[src/rtl/axi_arb_pkg.sv]
// rtl/axi_arb_pkg.sv - slave codes, address bases and arbiter states shared by the AXI bridge arbiters
package axi_arb_pkg;

  localparam logic [2:0] SLV_NONE  = 3'b000;
  localparam logic [2:0] SLV_ROM   = 3'b001;
  localparam logic [2:0] SLV_IM    = 3'b010;
  localparam logic [2:0] SLV_DM    = 3'b011;
  localparam logic [2:0] SLV_SCTRL = 3'b100;
  localparam logic [2:0] SLV_WDT   = 3'b101;
  localparam logic [2:0] SLV_DRAM  = 3'b110;
  localparam logic [2:0] SLV_DEF   = 3'b111;

  localparam logic [15:0] BASE_ROM   = 16'h0000;
  localparam logic [15:0] BASE_IM    = 16'h0001;
  localparam logic [15:0] BASE_DM    = 16'h0002;
  localparam logic [15:0] BASE_SCTRL = 16'h1000;
  localparam logic [15:0] BASE_WDT   = 16'h1001;
  localparam logic [7:0]  BASE_DRAM  = 8'h20;

  typedef enum logic [1:0] {
    ST_IDLE = 2'd0,
    ST_AW   = 2'd1,
    ST_W    = 2'd2,
    ST_B    = 2'd3
  } arb_state_e;

endpackage

[src/rtl/axi_addr_decode.sv]
// rtl/axi_addr_decode.sv - maps an AXI address to a 3-bit slave code; write mode sends ROM to the default slave
module axi_addr_decode
  import axi_arb_pkg::*;
#(
  parameter int ADDR_W = 32
) (
  input  logic [ADDR_W-1:0] addr,
  input  logic              write_mode,
  output logic [2:0]        slave
);

  // Only the 64 KiB region index takes part in decoding.
  logic unused_lo;
  assign unused_lo = ^addr[15:0];

  always_comb begin
    slave = SLV_DEF;
    if (addr[31:24] == BASE_DRAM) begin
      slave = SLV_DRAM;
    end else begin
      case (addr[31:16])
        BASE_ROM:   slave = write_mode ? SLV_DEF : SLV_ROM;
        BASE_IM:    slave = SLV_IM;
        BASE_DM:    slave = SLV_DM;
        BASE_SCTRL: slave = SLV_SCTRL;
        BASE_WDT:   slave = SLV_WDT;
        default:    slave = SLV_DEF;
      endcase
    end
  end

endmodule

[src/rtl/write_arbiter.sv]
// rtl/write_arbiter.sv - two-master AXI write-path arbiter holding one AW/W/B transaction at a time
module write_arbiter
  import axi_arb_pkg::*;
#(
  parameter int ADDR_W = 32,
  parameter int LEN_W  = 4
) (
  input  logic              ACLK,
  input  logic              ARESETn,
  input  logic [ADDR_W-1:0] AWADDR_M0,
  input  logic [ADDR_W-1:0] AWADDR_M1,
  input  logic [LEN_W-1:0]  AWLEN_M0,
  input  logic [LEN_W-1:0]  AWLEN_M1,
  input  logic              AWVALID_M0,
  input  logic              AWVALID_M1,
  input  logic              AWREADY_M0,
  input  logic              AWREADY_M1,
  input  logic              WVALID_M0,
  input  logic              WVALID_M1,
  input  logic              WREADY_M0,
  input  logic              WREADY_M1,
  input  logic              WLAST_M0,
  input  logic              WLAST_M1,
  input  logic              BVALID_M0,
  input  logic              BVALID_M1,
  input  logic              BREADY_M0,
  input  logic              BREADY_M1,
  output logic [3:0]        AW_arbiter,
  output logic [1:0]        cs,
  output logic [LEN_W-1:0]  beat_cnt,
  output logic              len_err
);

  localparam logic [LEN_W-1:0] CNT_ONE = {{(LEN_W-1){1'b0}}, 1'b1};
  localparam logic [LEN_W-1:0] CNT_MAX = {LEN_W{1'b1}};

  arb_state_e        state;
  logic              owner;
  logic [ADDR_W-1:0] addr_reg;
  logic [LEN_W-1:0]  len_reg;

  logic              any_req;
  logic              win_m1;
  logic              win_hs;
  logic [ADDR_W-1:0] live_addr;
  logic [LEN_W-1:0]  live_len;
  logic [2:0]        live_slv;
  logic [2:0]        reg_slv;
  logic              own_aw_hs;
  logic              own_w_hs;
  logic              own_wlast;
  logic              own_b_hs;

  // Fixed priority: M1 wins whenever it is requesting.
  assign any_req   = AWVALID_M0 | AWVALID_M1;
  assign win_m1    = AWVALID_M1;
  assign win_hs    = win_m1 ? AWREADY_M1 : AWREADY_M0;
  assign live_addr = win_m1 ? AWADDR_M1 : AWADDR_M0;
  assign live_len  = win_m1 ? AWLEN_M1 : AWLEN_M0;

  assign own_aw_hs = owner ? (AWVALID_M1 & AWREADY_M1) : (AWVALID_M0 & AWREADY_M0);
  assign own_w_hs  = owner ? (WVALID_M1 & WREADY_M1) : (WVALID_M0 & WREADY_M0);
  assign own_wlast = owner ? WLAST_M1 : WLAST_M0;
  assign own_b_hs  = owner ? (BVALID_M1 & BREADY_M1) : (BVALID_M0 & BREADY_M0);

  axi_addr_decode #(.ADDR_W(ADDR_W)) u_dec_live (
    .addr       (live_addr),
    .write_mode (1'b1),
    .slave      (live_slv)
  );

  axi_addr_decode #(.ADDR_W(ADDR_W)) u_dec_reg (
    .addr       (addr_reg),
    .write_mode (1'b1),
    .slave      (reg_slv)
  );

  // Grant is combinational in IDLE; afterwards the latched address keeps the route stable through B.
  always_comb begin
    AW_arbiter = {SLV_NONE, 1'b0};
    if (state == ST_IDLE) begin
      if (any_req) AW_arbiter = {live_slv, win_m1};
    end else begin
      AW_arbiter = {reg_slv, owner};
    end
  end

  assign cs = state;

  always_ff @(posedge ACLK or posedge ARESETn) begin
    if (ARESETn) begin
      state    <= ST_IDLE;
      owner    <= 1'b0;
      addr_reg <= '0;
      len_reg  <= '0;
      beat_cnt <= '0;
      len_err  <= 1'b0;
    end else begin
      case (state)
        ST_IDLE: begin
          if (any_req) begin
            owner    <= win_m1;
            addr_reg <= live_addr;
            len_reg  <= live_len;
            beat_cnt <= '0;
            len_err  <= 1'b0;
            state    <= win_hs ? ST_W : ST_AW;
          end
        end
        ST_AW: begin
          if (own_aw_hs) state <= ST_W;
        end
        ST_W: begin
          if (own_w_hs) begin
            if (beat_cnt != CNT_MAX) beat_cnt <= beat_cnt + CNT_ONE;
            // beat_cnt still holds the count before this beat, so the expected last beat sees len_reg.
            if (own_wlast) begin
              state <= ST_B;
              if (beat_cnt != len_reg) len_err <= 1'b1;
            end else if (beat_cnt == len_reg) begin
              len_err <= 1'b1;
            end
          end
        end
        ST_B: begin
          if (own_b_hs) state <= ST_IDLE;
        end
        default: state <= ST_IDLE;
      endcase
    end
  end

endmodule

[config.mk]
export PLATFORM = sky130hd
export DESIGN_NAME = write_arbiter
export DESIGN_NICKNAME = d
export VERILOG_FILES = /design/src/rtl/axi_arb_pkg.sv /design/src/rtl/axi_addr_decode.sv /design/src/rtl/write_arbiter.sv
export SDC_FILE = /design/constraint.sdc
export NUM_CORES = 1
export LEC_CHECK = 0
export ABC_AREA = 1
export BUFFER_PORTS_ARGS = -buffer_cell sky130_fd_sc_hd__clkbuf_2
export CORE_MARGIN = 1.5
export CORE_UTILIZATION = 43
export CTS_CLUSTER_SIZE = 24
export DETAILED_ROUTE_END_ITERATION = 16
export GPL_TIMING_DRIVEN = 0
export PLACE_DENSITY = 0.85
export SLEW_MARGIN = 15
export SYNTH_ARGS = -nofsm -noshare
export SYNTH_HDL_FRONTEND = slang
export SYNTH_SLANG_ARGS = --single-unit
[constraint.sdc]
create_clock -name ACLK -period 1.6 [get_ports ACLK]
set_input_delay 0.16 -clock ACLK [delete_from_list [all_inputs] [get_ports ACLK]]
set_output_delay 0.16 -clock ACLK [all_outputs]
set_load 0.05 [all_outputs]
# Word-level counts from Yosys, hierarchy flattened
# Cells that the tools add are included.
[classes] n_addsub=1 eq_ne=24 n_mux=30 bitwise_logic=7 n_reduce_logical=6
[ops] op="$eq 16x13->1 const B" n=4
[ops] op="$eq 16x1->1 const B" n=2
[ops] op="$eq 16x2->1 const B" n=2
[ops] op="$mux 32" n=1
[ops] op="$mux 4" n=6
[ops] op="$pmux 3 s4" n=2
[ops] op="$eq 8x6->1 const B" n=2
[ops] op="$mux 2" n=6
[ops] op="$ne 2x2->1 const B" n=6
[ops] op="$mux 1" n=10
[ops] op="$reduce_and 5->1" n=2
[ops] op="$pmux 2 s4" n=1
[ops] op="$pmux 4 s2" n=1
[ops] op="$and 1x1->1" n=6
[ops] op="$mux 3" n=2
[ops] op="$ne 3x3->1 const B" n=2
[ops] op="$add 4x1->4 const B" n=1
[ops] op="$eq 2x2->1 const B" n=2
[ops] op="$eq 4x4->1" n=1
[ops] op="$ne 4x4->1" n=1
[ops] op="$ne 4x4->1 const B" n=1
[ops] op="$reduce_and 4->1" n=1
[ops] op="$eq 2x1->1 const B" n=1
[ops] op="$logic_not 2->1" n=1
[ops] op="other kinds (4)" n=4
[totals] reg_bits=44 in_bits=88 out_inout_bits=11 wordCells=74

# Depth between registers and ports, before layout
# Gate-level depths: netlist of the first run.
[depth] word_depth=6 mapped_depth=14 mapped_depth_nobuf=13

# Modules after synthesis
# Synthesis of the first run repeated with hierarchy kept, for this count alone.
[hier_totals] cells_unflattened=470 area_unflattened_um2=3057.9
[by_module_without_submodules] mod="write_arbiter" instances=1 cells_per_inst=352 area_per_inst_um2=2499.9
[by_module_without_submodules] mod="axi_addr_decode" instances=2 cells_per_inst=59 area_per_inst_um2=279.0

# Least setup slack after synthesis of the first run
# No wires, ideal clock.
[synth_path] path_kind="reg-to-output" start="register state[0] (netlist: cs[0])" end="output AW_arbiter[0]" arrival_ps=2358 setup_slack_ps=-918 path_stages_with_launch=5 n_path_buf=1 path_cell_list="dfrtp_1 > inv_1 > ha_1 > clkbuf_1 > o21ai_0"
[synth_via] elab_chain_len=2
[synth_lines] element="start, declared" line="write_arbiter.sv:37" rtl="arb_state_e state;"
[synth_lines] element="start signal, assigned" line="write_arbiter.sv:107" rtl="state <= win_hs ? ST_W : ST_AW;"
[synth_lines] element="$logic_not 2->1" line="write_arbiter.sv:81" rtl="if (state == ST_IDLE) begin"
[synth_lines] element="$mux 4" line="write_arbiter.sv:81"
[synth_lines] element="end, declared" line="write_arbiter.sv:28" rtl="output logic [3:0] AW_arbiter,"
# No other way between the ends.

# Final worst setup path of the first run
[layout_path] start="register addr_reg[26]" end="output AW_arbiter[1]"
[layout_via] elab_chain_len=4 word_cells_on_any_way=8
[layout_lines] element="start, declared" line="write_arbiter.sv:39" rtl="logic [ADDR_W-1:0] addr_reg;"
[layout_lines] element="start signal, assigned" line="write_arbiter.sv:103" rtl="addr_reg <= live_addr;"
[layout_lines] element="$eq 16x13->1 (tied with other cells)" line="axi_addr_decode.sv:21" rtl="case (addr[31:16])"
[layout_lines] element="$pmux 3 s4" line="axi_addr_decode.sv:21"
[layout_lines] element="$mux 3 *" line="axi_addr_decode.sv:18" rtl="if (addr[31:24] == BASE_DRAM) begin"
[layout_lines] element="$mux 4 *" line="write_arbiter.sv:81"
# Every way passes the cells marked *; elsewhere a longest branch is shown, timed or not.

==> impl_metrics.yaml, run 1 <==
yosys:
  synthTopCellsByCount: "nand2_1 (120), inv_1 (53), nor2_1 (29), o21ai_0 (29), dfrtp_1 (28)"
  ys_ff_latch: 28
  syn_area_per_cell_sq_um: 6.399
  synth_nets: 426
  synthAdderAreaFrac_pct: 2.936
  yosysTopAreaCell: "dfrtp_1"
  yosys.area_share.simple_pct: 36.64
  synthXorXnorAreaFrac_pct: 2.055
  netlist_area_sq_um: 2131
  netlist.area_leader.share_pct: 32.88
  synth_flop_cell: "dfrtp_1"
  synth_compound_area_share_pct: 11.74
  syn_inst: 333
  synth_edf_count: 0
  ys_seq_area_share_pct: 32.88
  synth_top_family_by_area: "simple AND/OR/NAND/NOR gates"
  yosysWarnings: 0
  muxShareOfSynthArea_pct: 0
  synth.most_common_cell: "nand2_1"
  ys_types: 27
  async_flop_share_pct: 100.0
  synth.top_cells.by_area: "dfrtp_1 (33%), nand2_1 (21%), inv_1 (9.3%)"
clocking:
  cts_sinks: 28
  cts_tree: "built"
  clk_pin_slew_ns: 0.10
  cts_buffer_depth: 2
  clock_latency_ns: 0.28
  cts_buffers: 3
  root_buffer: "clkbuf_8"
  cts.htree.levels: 1
run_status:
  status: "finished with violations"
  violations: "setup timing"
pwr:
  p_switching_mw: 2.299
  p_clk_share_pct: 11.7
  power_leakage_nw: 1.607
  combinationalPowerShare_pct: 61.4
  seqPwrFrac_pct: 26.8
  p_per_area_nw_per_um2: 1663
  p_int_mw: 2.582
  finalPower_mw: 4.881
  vdd_ir_drop_max_mv: 0.7919
  swShare_pct: 47.09
global_routing:
  met2_usage_pct: 38.18
  grt.busiest_layer: "met2"
  grt_pass1_vias: 2109
  antenna_found_initial: 0
  grt_pass1_wl_microns: 8659
  grt_max_degree: 29
  grt_use_met3_pct: 3.018
  gr-total-overflow: 0
  use_met1_pct: 23.86
  track_usage_pct: 20.63
floorplanning:
  io_pins: 99
  die_area_sq_um: 5387
  start_util_pct: 44.82
  core_area_sq_um: 4755
  rows: 25
  die_h_microns: 73.40
  die_w_microns: 73.40
worst_setup_path:
  cp_num_buf_inv: 1
  slowest_stage: "dfrtp_1"
  critPathKind: "reg -> out"
  cpMostUsedCell: "nand2_2"
  end_kind: "output port"
  crit_fanout: 2
  cp.arrival_ns: 1.66
  path_delay_family: "simple AND/OR/NAND/NOR gates"
  crit_path_start_kind: "flip-flop"
  crit_required_ns: 1.44
  slowest_delay_ns: 0.41
  path_cells: "nor2_2 > nand2_2 > nor2_4 > nand4_1 > nand3_1 > nand2_1 > nand2_2 > buf_8"
placed_design:
  dp_hpwl_microns: 4000
  io_buffers: 65
  gp_congestion: 0.8123
  post-place-cells: 465
timing:
  fin_tns_setup_ns: -0.5479
  finalCriticalPeriod_ns: 1.822
  slew_headroom_pct: 59.84
  min_period_over_period_pct: 113.9
  finalMaxSlewViolations: 0
  rsz0062_at_grt: "true"
  hold_violations: 0
  holdWs_ns: 0.1047
  finalSetupViolCount: 5
  tightest_slew_ns: 0.6015
  setup_ws_ns: -0.2224
  fin_skew_ns: 0.001443
  fmax_mhz: 548.7
route:
  antenna_left: 0
  dr.pass1.iters: 4
  drt-total-wl_microns: 5437
  viasPerCell: 4.742
  drcViolationCount: 0
  vias: 2276
  drt_iter0_markers: 92
  drt-wirelength-per-cell_microns: 11.33
cells_and_area:
  finish.utilization_pct: 61.74
  layout.nets: 507
  area_delta_synth_final_pct: 37.76
  layoutNonFillerInstCount: 480
  antennaDiodeCount: 0
  drive_gt1_share_pct: 33.17
  largest_register_ffs: 16
hold_path:
  hp-class: "in -> reg"
job:
  maxCapViolations: 0
-- power by group through the flow --
stage	Clock [mW]	Combinational, mW	Sequential (mW)
final	0.573	3.00	1.31
after global routing	0.592	3.27	1.34
after CTS	0.574	2.67	1.29
after detailed placement	0	2.31	1.31
after global placement	0	2.24	1.29
after floorplan	0	1.61	1.44
-- cell families (layout without fill, tap and decap cells) --
family / after synthesis / in the layout
simple gates: 186 / 186
xor+xnor: 5 / 5
flops: 28 / 28
compound gates: 45 / 45
fa+ha+maj: 5 / 5
buf+inv: 64 / 144
-- final cells by class --
class	count	area, sq um
timing repair buffer	76	457.9
buffer	9	110.1
fill	448	1819
tap	67	83.83
multi-input combinational	241	1281
inverter	55	225.2
clock inverter	1	30.03
sequential	28	705.7
clock buffer	3	41.29
-- final timing paths --
check	cells past startpoint	slack [ns]	startpoint	endpoint
max	8	-0.22	addr_reg[26]$_DFFE_PP0P_	AW_arbiter[1]
max reg2reg	10	-0.07	cs[1]$_DFFE_PP0P_	beat_cnt[2]$_DFFE_PP0P_
min reg2reg	2	0.49	len_err$_DFFE_PP0P_	len_err$_DFFE_PP0P_
min in group asynchronous	3	0.47	ARESETn	len_reg[3]$_DFFE_PP0P_
max in group asynchronous	3	0.70	ARESETn	cs[1]$_DFFE_PP0P_
min	3	0.10	AWLEN_M0[2]	len_reg[2]$_DFFE_PP0P_
-- placed cells by master (no fill, tap or decap), types with 3 or more instances in the layout --
cell type / netlist / final
inv_1: 53 / 48
a21oi_1: 5 / 5
buf_8: 2 / 6
xor2_1: 5 / 5
dfrtp_1: 28 / 24
clkbuf_2: 0 / 61
nand2_1: 120 / 114
inv_2: 0 / 3
buf_6: 3 / 5
nor2_2: 3 / 8
nor2_4: 2 / 5
o21ai_0: 29 / 23
o21ai_2: 0 / 4
a31oi_1: 5 / 5
dfrtp_2: 0 / 4
nor2_1: 29 / 21
nand3_1: 16 / 15
o21ai_1: 2 / 3
clkbuf_8: 0 / 4
buf_4: 0 / 8
nand2_2: 9 / 13
ha_1: 5 / 3
-- what timing repair did --
item                                    4_1_cts  5_1_grt
gates resized for setup                      29       22
endpoints found under the setup margin        9       10
hold buffers                                  0        1
pin swaps                                     9       15
hold endpoints to repair                      0       28
gates cloned                                  0        0
setup buffers                                 4        6
-- per-layer routing --
layer | vias up | wire length [microns]
met2 | 72 | 2701
li1 | 1185 | -
met4 | 0 | 71
met3 | 11 | 278
met5 | - | 0
met1 | 1008 | 2385
-- worst reg2reg max path: cells and delay by family (launching register included) --
family,cells,cell delay (ns)
buffers and inverters,3,0.33
DFF,1,0.40
and+or+nand+nor,4,0.44
adders and majority gates,1,0.16
AOI/OAI and AO/OA,2,0.24
-- through the flow --
step	setup WS, ns	area [sq um]
CTS	-0.2326	2813
detailed placement	-0.1117	2600
finish	-0.2224	2935
global route	-0.3144	2935
floorplan	-0.07875	2191
global placement	-0.07555	2600
(Power assumes the default switching activity.)
==> run 2, diff against run 1 <==
Settings changed: CORE_UTILIZATION 43 to 40, PLACE_DENSITY 0.85 to 0.8.
==> impl_metrics.yaml, run 2 (synthesis gave the netlist of run 1 again) <==
route:
  vias: 2230
  viasPerCell: 4.598
  antenna_left: 0
  drt-wirelength-per-cell_microns: 11.04
  drt_iter0_markers: 81
  drt-total-wl_microns: 5356
  drcViolationCount: 0
  dr.pass1.iters: 4
floorplanning:
  die_w_microns: 75.99
  die_h_microns: 75.99
  rows: 26
  die_area_sq_um: 5774
  io_pins: 99
  start_util_pct: 41.72
  core_area_sq_um: 5107
timing:
  rsz0062_at_grt: "true"
  finalMaxSlewViolations: 0
  finalCriticalPeriod_ns: 1.842
  setup_ws_ns: -0.2425
  hold_violations: 28
  fmax_mhz: 542.7
  fin_tns_setup_ns: -0.5894
  finalSetupViolCount: 5
  fin_skew_ns: 0.002017
  holdWs_ns: -0.02576
  min_period_over_period_pct: 115.2
  tightest_slew_ns: 1.038
  slew_headroom_pct: 30.35
global_routing:
  track_usage_pct: 18.82
  gr-total-overflow: 0
  grt_pass1_wl_microns: 9045
  grt_max_degree: 29
  antenna_found_initial: 0
  grt_pass1_vias: 2076
cells_and_area:
  layout.nets: 509
  multiInputGateArea_sq_um: 1255
  final_common_cell: "nand2_1"
  fin_area_sq_um: 2919
  fillers: 494
  layout_common_cells: "nand2_1 (114), clkbuf_2 (61), inv_1 (48), o21ai_0 (24), dfrtp_1 (24)"
  finish.utilization_pct: 57.15
  area_delta_synth_final_pct: 36.99
  largest_register_ffs: 16
  seqCellArea_sq_um: 705.7
  antennaDiodeCount: 0
  drive_gt1_share_pct: 33.01
pwr:
  p_per_area_nw_per_um2: 1649
  finalPower_mw: 4.813
  power_leakage_nw: 1.611
  vdd_ir_drop_max_mv: 0.8245
job:
  maxCapViolations: 0
clocking:
  cts_buffer_depth: 2
  cts_buffers: 3
  cts.htree.levels: 1
  root_buffer: "clkbuf_8"
  clock_latency_ns: 0.28
  clk_pin_slew_ns: 0.09
  cts_tree: "built"
  cts_sinks: 28
placed_design:
  gp_congestion: 0.8611
  io_buffers: 65
  pre_cts_slack_ns: -0.1248
  placed_cell_area_sq_um: 2604
  dp_hpwl_microns: 4002
worst_setup_path:
  crit_path_start_kind: "flip-flop"
  slowest_stage: "dfrtp_1"
  reg2reg_to: "beat_cnt[2]$_DFFE_PP0P_"
  path_cells: "nor2_2 > nand2_2 > nor2_4 > nand2_2 > o21ai_1 > nand3_1 > nand2_1 > nand2_2 > buf_8"
  timing.rr.start: "cs[0]$_DFFE_PP0P_"
  r2r_slack_ns: -0.06
  crit_required_ns: 1.44
  cp.arrival_ns: 1.68
  cpMostUsedCell: "nand2_2"
  critPathKind: "reg -> out"
  crit_fanout: 2
  end_kind: "output port"
  reg2reg_depth: 10
  slowest_delay_ns: 0.41
run_status:
  status: "finished with violations"
  violations: "hold timing, setup timing"
hold_path:
  hp-class: "in -> async"
-- run 2: cell count changes in the layout (fill, tap and decap cells not counted), sizes merged --
| cell | previous run | this run |
|---|---|---|
| inv | 53 | 52 |
| clkbuf | 68 | 67 |
| clkinv | 1 | 2 |
| dlygate4sd3 | 1 | 0 |
| buf | 19 | 23 |
-- run 2: cell type report --
cell class	instances	share of cell area, %
timing repair buffer	78	15.86
clock buffer	3	1.414
buffer	9	3.815
sequential	28	24.17
clock inverter	1	1.029
multi-input combinational	241	42.99
inverter	55	7.715
tap	70	3.000
-- run 2: what timing repair did --
| item | in CTS | in global routing |
|---|---|---|
| gates cloned | 0 | 0 |
| setup buffers | 4 | 9 |
| resized for setup | 28 | 16 |
| pin swaps | 8 | 8 |
| hold buffers | 0 | 0 |
| setup endpoints to repair | 9 | 11 |
-- run 2: per-stage QoR --
stage	std cells	hold WS (ns)
global placement	468	0.4095
finish	485	-0.02576
CTS	476	0.09880
floorplan	333	0.2251
detailed placement	468	0.4072
global route	485	0.03001
-- run 2: routing by layer --
| layer | up-vias | GRT usage [%] | part of all wire [%] |
|---|---|---|---|
| li1 | 1193 | - | - |
| met1 | 964 | 24.42 | 45 |
| met2 | 66 | 33.42 | 49 |
| met3 | 7 | 2.515 | 5.1 |
| met4 | 0 | 4.074 | 0.97 |
| met5 | - | 0 | 0 |
-- run 2: worst max path at each step --
stage | slack [ns] | start | end
global placement | -0.1 | AWVALID_M1 | AW_arbiter[3]
floorplan | -0.08 | cs[0]$_DFFE_PP0P_ | beat_cnt[2]$_DFFE_PP0P_
CTS | -0.19 | addr_reg[27]$_DFFE_PP0P_ | AW_arbiter[1]
finish | -0.24 | addr_reg[24]$_DFFE_PP0P_ | AW_arbiter[1]
detailed placement | -0.12 | cs[0]$_DFFE_PP0P_ | beat_cnt[2]$_DFFE_PP0P_
global route | -0.34 | addr_reg[23]$_DFFE_PP0P_ | AW_arbiter[1]
-- run 2: report_power, final --
part / switching, mW / total, mW / internal (mW)
combinational: 1.73 / 2.94 / 1.20
sequential: 0.269 / 1.31 / 1.05
clock: 0.225 / 0.560 / 0.335
-- run 2: worst max-delay path: cells and delay by family (launching register included) --
kind            cells  cell delay (ns)
compound gates      1             0.13
buf+inv             1             0.15
flops               1             0.41
simple gates        7             0.71
==> run 3, diff against run 2 <==
Settings changed: CTS_BUF_LIST set to sky130_fd_sc_hd__clkbuf_16.
==> impl_metrics.yaml, run 3 (synthesis gave the netlist of run 1 again) <==
timing:
  min_period_over_period_pct: 112.7
  setup_ws_ns: -0.2025
  hold_violations: 28
  finalSetupViolCount: 7
  fin_tns_setup_ns: -0.6227
  finalCriticalPeriod_ns: 1.802
  fmax_mhz: 554.8
  fin_skew_ns: 0.001768
  tightest_slew_ns: 1.018
  finalMaxSlewViolations: 0
  slew_headroom_pct: 31.73
  holdWs_ns: -0.01349
  rsz0062_at_grt: "true"
worst_setup_path:
  crit_required_ns: 1.44
  cp.arrival_ns: 1.64
  crit_fanout: 2
  reg2reg_to: "beat_cnt[2]$_DFFE_PP0P_"
  reg2reg_depth: 9
  critPathKind: "reg -> out"
  r2r_slack_ns: -0.05
  crit_path_start_kind: "flip-flop"
  timing.rr.start: "cs[0]$_DFFE_PP0P_"
  end_kind: "output port"
pwr:
  swShare_pct: 44.82
  p_per_area_nw_per_um2: 1711
  seqPwrFrac_pct: 25.7
  combinationalPowerShare_pct: 59.6
  vdd_ir_drop_max_mv: 0.8221
  p_switching_mw: 2.285
  p_int_mw: 2.813
  p_clk_share_pct: 14.7
  power_leakage_nw: 1.631
cells_and_area:
  largest_register_ffs: 16
  layout.nets: 511
  antennaDiodeCount: 0
  fin_area_sq_um: 2980
  final_common_cell: "nand2_1"
  drive_gt1_share_pct: 33.33
  finish.utilization_pct: 58.35
  layout_common_cells: "nand2_1 (115), clkbuf_2 (61), inv_1 (48), o21ai_0 (24), dfrtp_1 (24)"
  area_delta_synth_final_pct: 39.87
  fillers: 489
floorplanning:
  die_w_microns: 75.99
  die_area_sq_um: 5774
  rows: 26
  start_util_pct: 41.72
  io_pins: 99
  core_area_sq_um: 5107
  die_h_microns: 75.99
placed_design:
  gp_congestion: 0.8611
  dp_hpwl_microns: 4002
  placed_cell_area_sq_um: 2604
  io_buffers: 65
route:
  drt-total-wl_microns: 5535
  dr.pass1.iters: 4
  vias: 2254
  antenna_left: 0
  drt-wirelength-per-cell_microns: 11.37
  viasPerCell: 4.628
  drt_iter0_markers: 95
  drcViolationCount: 0
global_routing:
  track_usage_pct: 18.94
  grt_max_degree: 29
  grt_pass1_vias: 2076
  grt_pass1_wl_microns: 9059
  antenna_found_initial: 0
  gr-total-overflow: 0
clocking:
  clk_pin_slew_ns: 0.07
  cts_tree: "built"
  cts_sinks: 28
  cts_buffer_depth: 2
  cts.htree.levels: 1
  root_buffer: "clkbuf_16"
  cts_buffers: 3
  clock_latency_ns: 0.27
run_status:
  violations: "hold timing, setup timing"
  status: "finished with violations"
job:
  maxCapViolations: 0
hold_path:
  hp-class: "in -> async"
==> run 3: changes by cell type in the layout (fill, tap and decap cells not counted), sizes merged <==
| cell | before | now |
|---|---|---|
| clkbuf | 67 | 69 |
==> run 3: routing by layer <==
layer  GRT usage [%]  part of all wire [%]  vias up
met4           4.444                  0.76        0
met2           33.69                    50       69
met3           2.754                   4.5        5
li1                -                     -     1193
met5               0                     0        -
met1           24.27                    45      987
==> run 3: layout make-up <==
class / instances / area, sq um / area share (%)
timing repair buffer: 80 / 488.0 / 16.37
tap: 70 / 87.58 / 2.939
clock buffer: 3 / 75.07 / 2.519
inverter: 55 / 225.2 / 7.557
clock inverter: 1 / 30.03 / 1.008
buffer: 9 / 110.1 / 3.694
sequential: 28 / 705.7 / 23.68
multi-input combinational: 241 / 1259 / 42.23
==> run 3: power by group through the flow <==
| stage | sequential (mW) | combinational, mW | clock (mW) |
|---|---|---|---|
| after floorplan | 1.44 | 1.61 | 0 |
| after global placement | 1.30 | 2.24 | 0 |
| after detailed placement | 1.33 | 2.29 | 0 |
| after CTS | 1.30 | 2.70 | 0.757 |
| after global routing | 1.35 | 3.33 | 0.785 |
| final | 1.31 | 3.04 | 0.747 |
==> run 3: timing repair <==
| action | in CTS | in global routing |
|---|---|---|
| resized for setup | 28 | 15 |
| pin swaps | 8 | 10 |
| hold buffers | 0 | 0 |
| cloned | 0 | 1 |
| buffers inserted | 6 | 8 |
| setup endpoints to repair | 9 | 11 |
==> run 3: how the worst max path moves through the flow <==
stage,start,to,slack (ns),cells past startpoint
finish,addr_reg[25]$_DFFE_PP0P_,AW_arbiter[1],-0.20,9
detailed placement,cs[0]$_DFFE_PP0P_,beat_cnt[2]$_DFFE_PP0P_,-0.12,9
floorplan,cs[0]$_DFFE_PP0P_,beat_cnt[2]$_DFFE_PP0P_,-0.08,9
global placement,AWVALID_M1,AW_arbiter[3],-0.1,11
global route,addr_reg[23]$_DFFE_PP0P_,AW_arbiter[1],-0.30,9
CTS,addr_reg[27]$_DFFE_PP0P_,AW_arbiter[1],-0.17,9
==> run 3: critical path, stage by stage, from the launching register on <==
cell and delay (ns):
dfrtp_1 0.39, nor2_2 0.14, nand2_2 0.08, nor2_2 0.13
nand2_1 0.08, o21ai_1 0.14, nand3_1 0.09, nand2_1 0.10
nand2_2 0.08, buf_8 0.15
==> run 3: per-stage QoR <==
stage	std cells	hold slack (ns)	worst slack, ns	total power [mW]
floorplan	333	0.2251	-0.07875	3.059
global route	487	0.05526	-0.3013	5.467
global placement	468	0.4095	-0.09778	3.533
finish	487	-0.01349	-0.2025	5.098
CTS	478	0.1231	-0.1657	4.760
detailed placement	468	0.4072	-0.1248	3.617
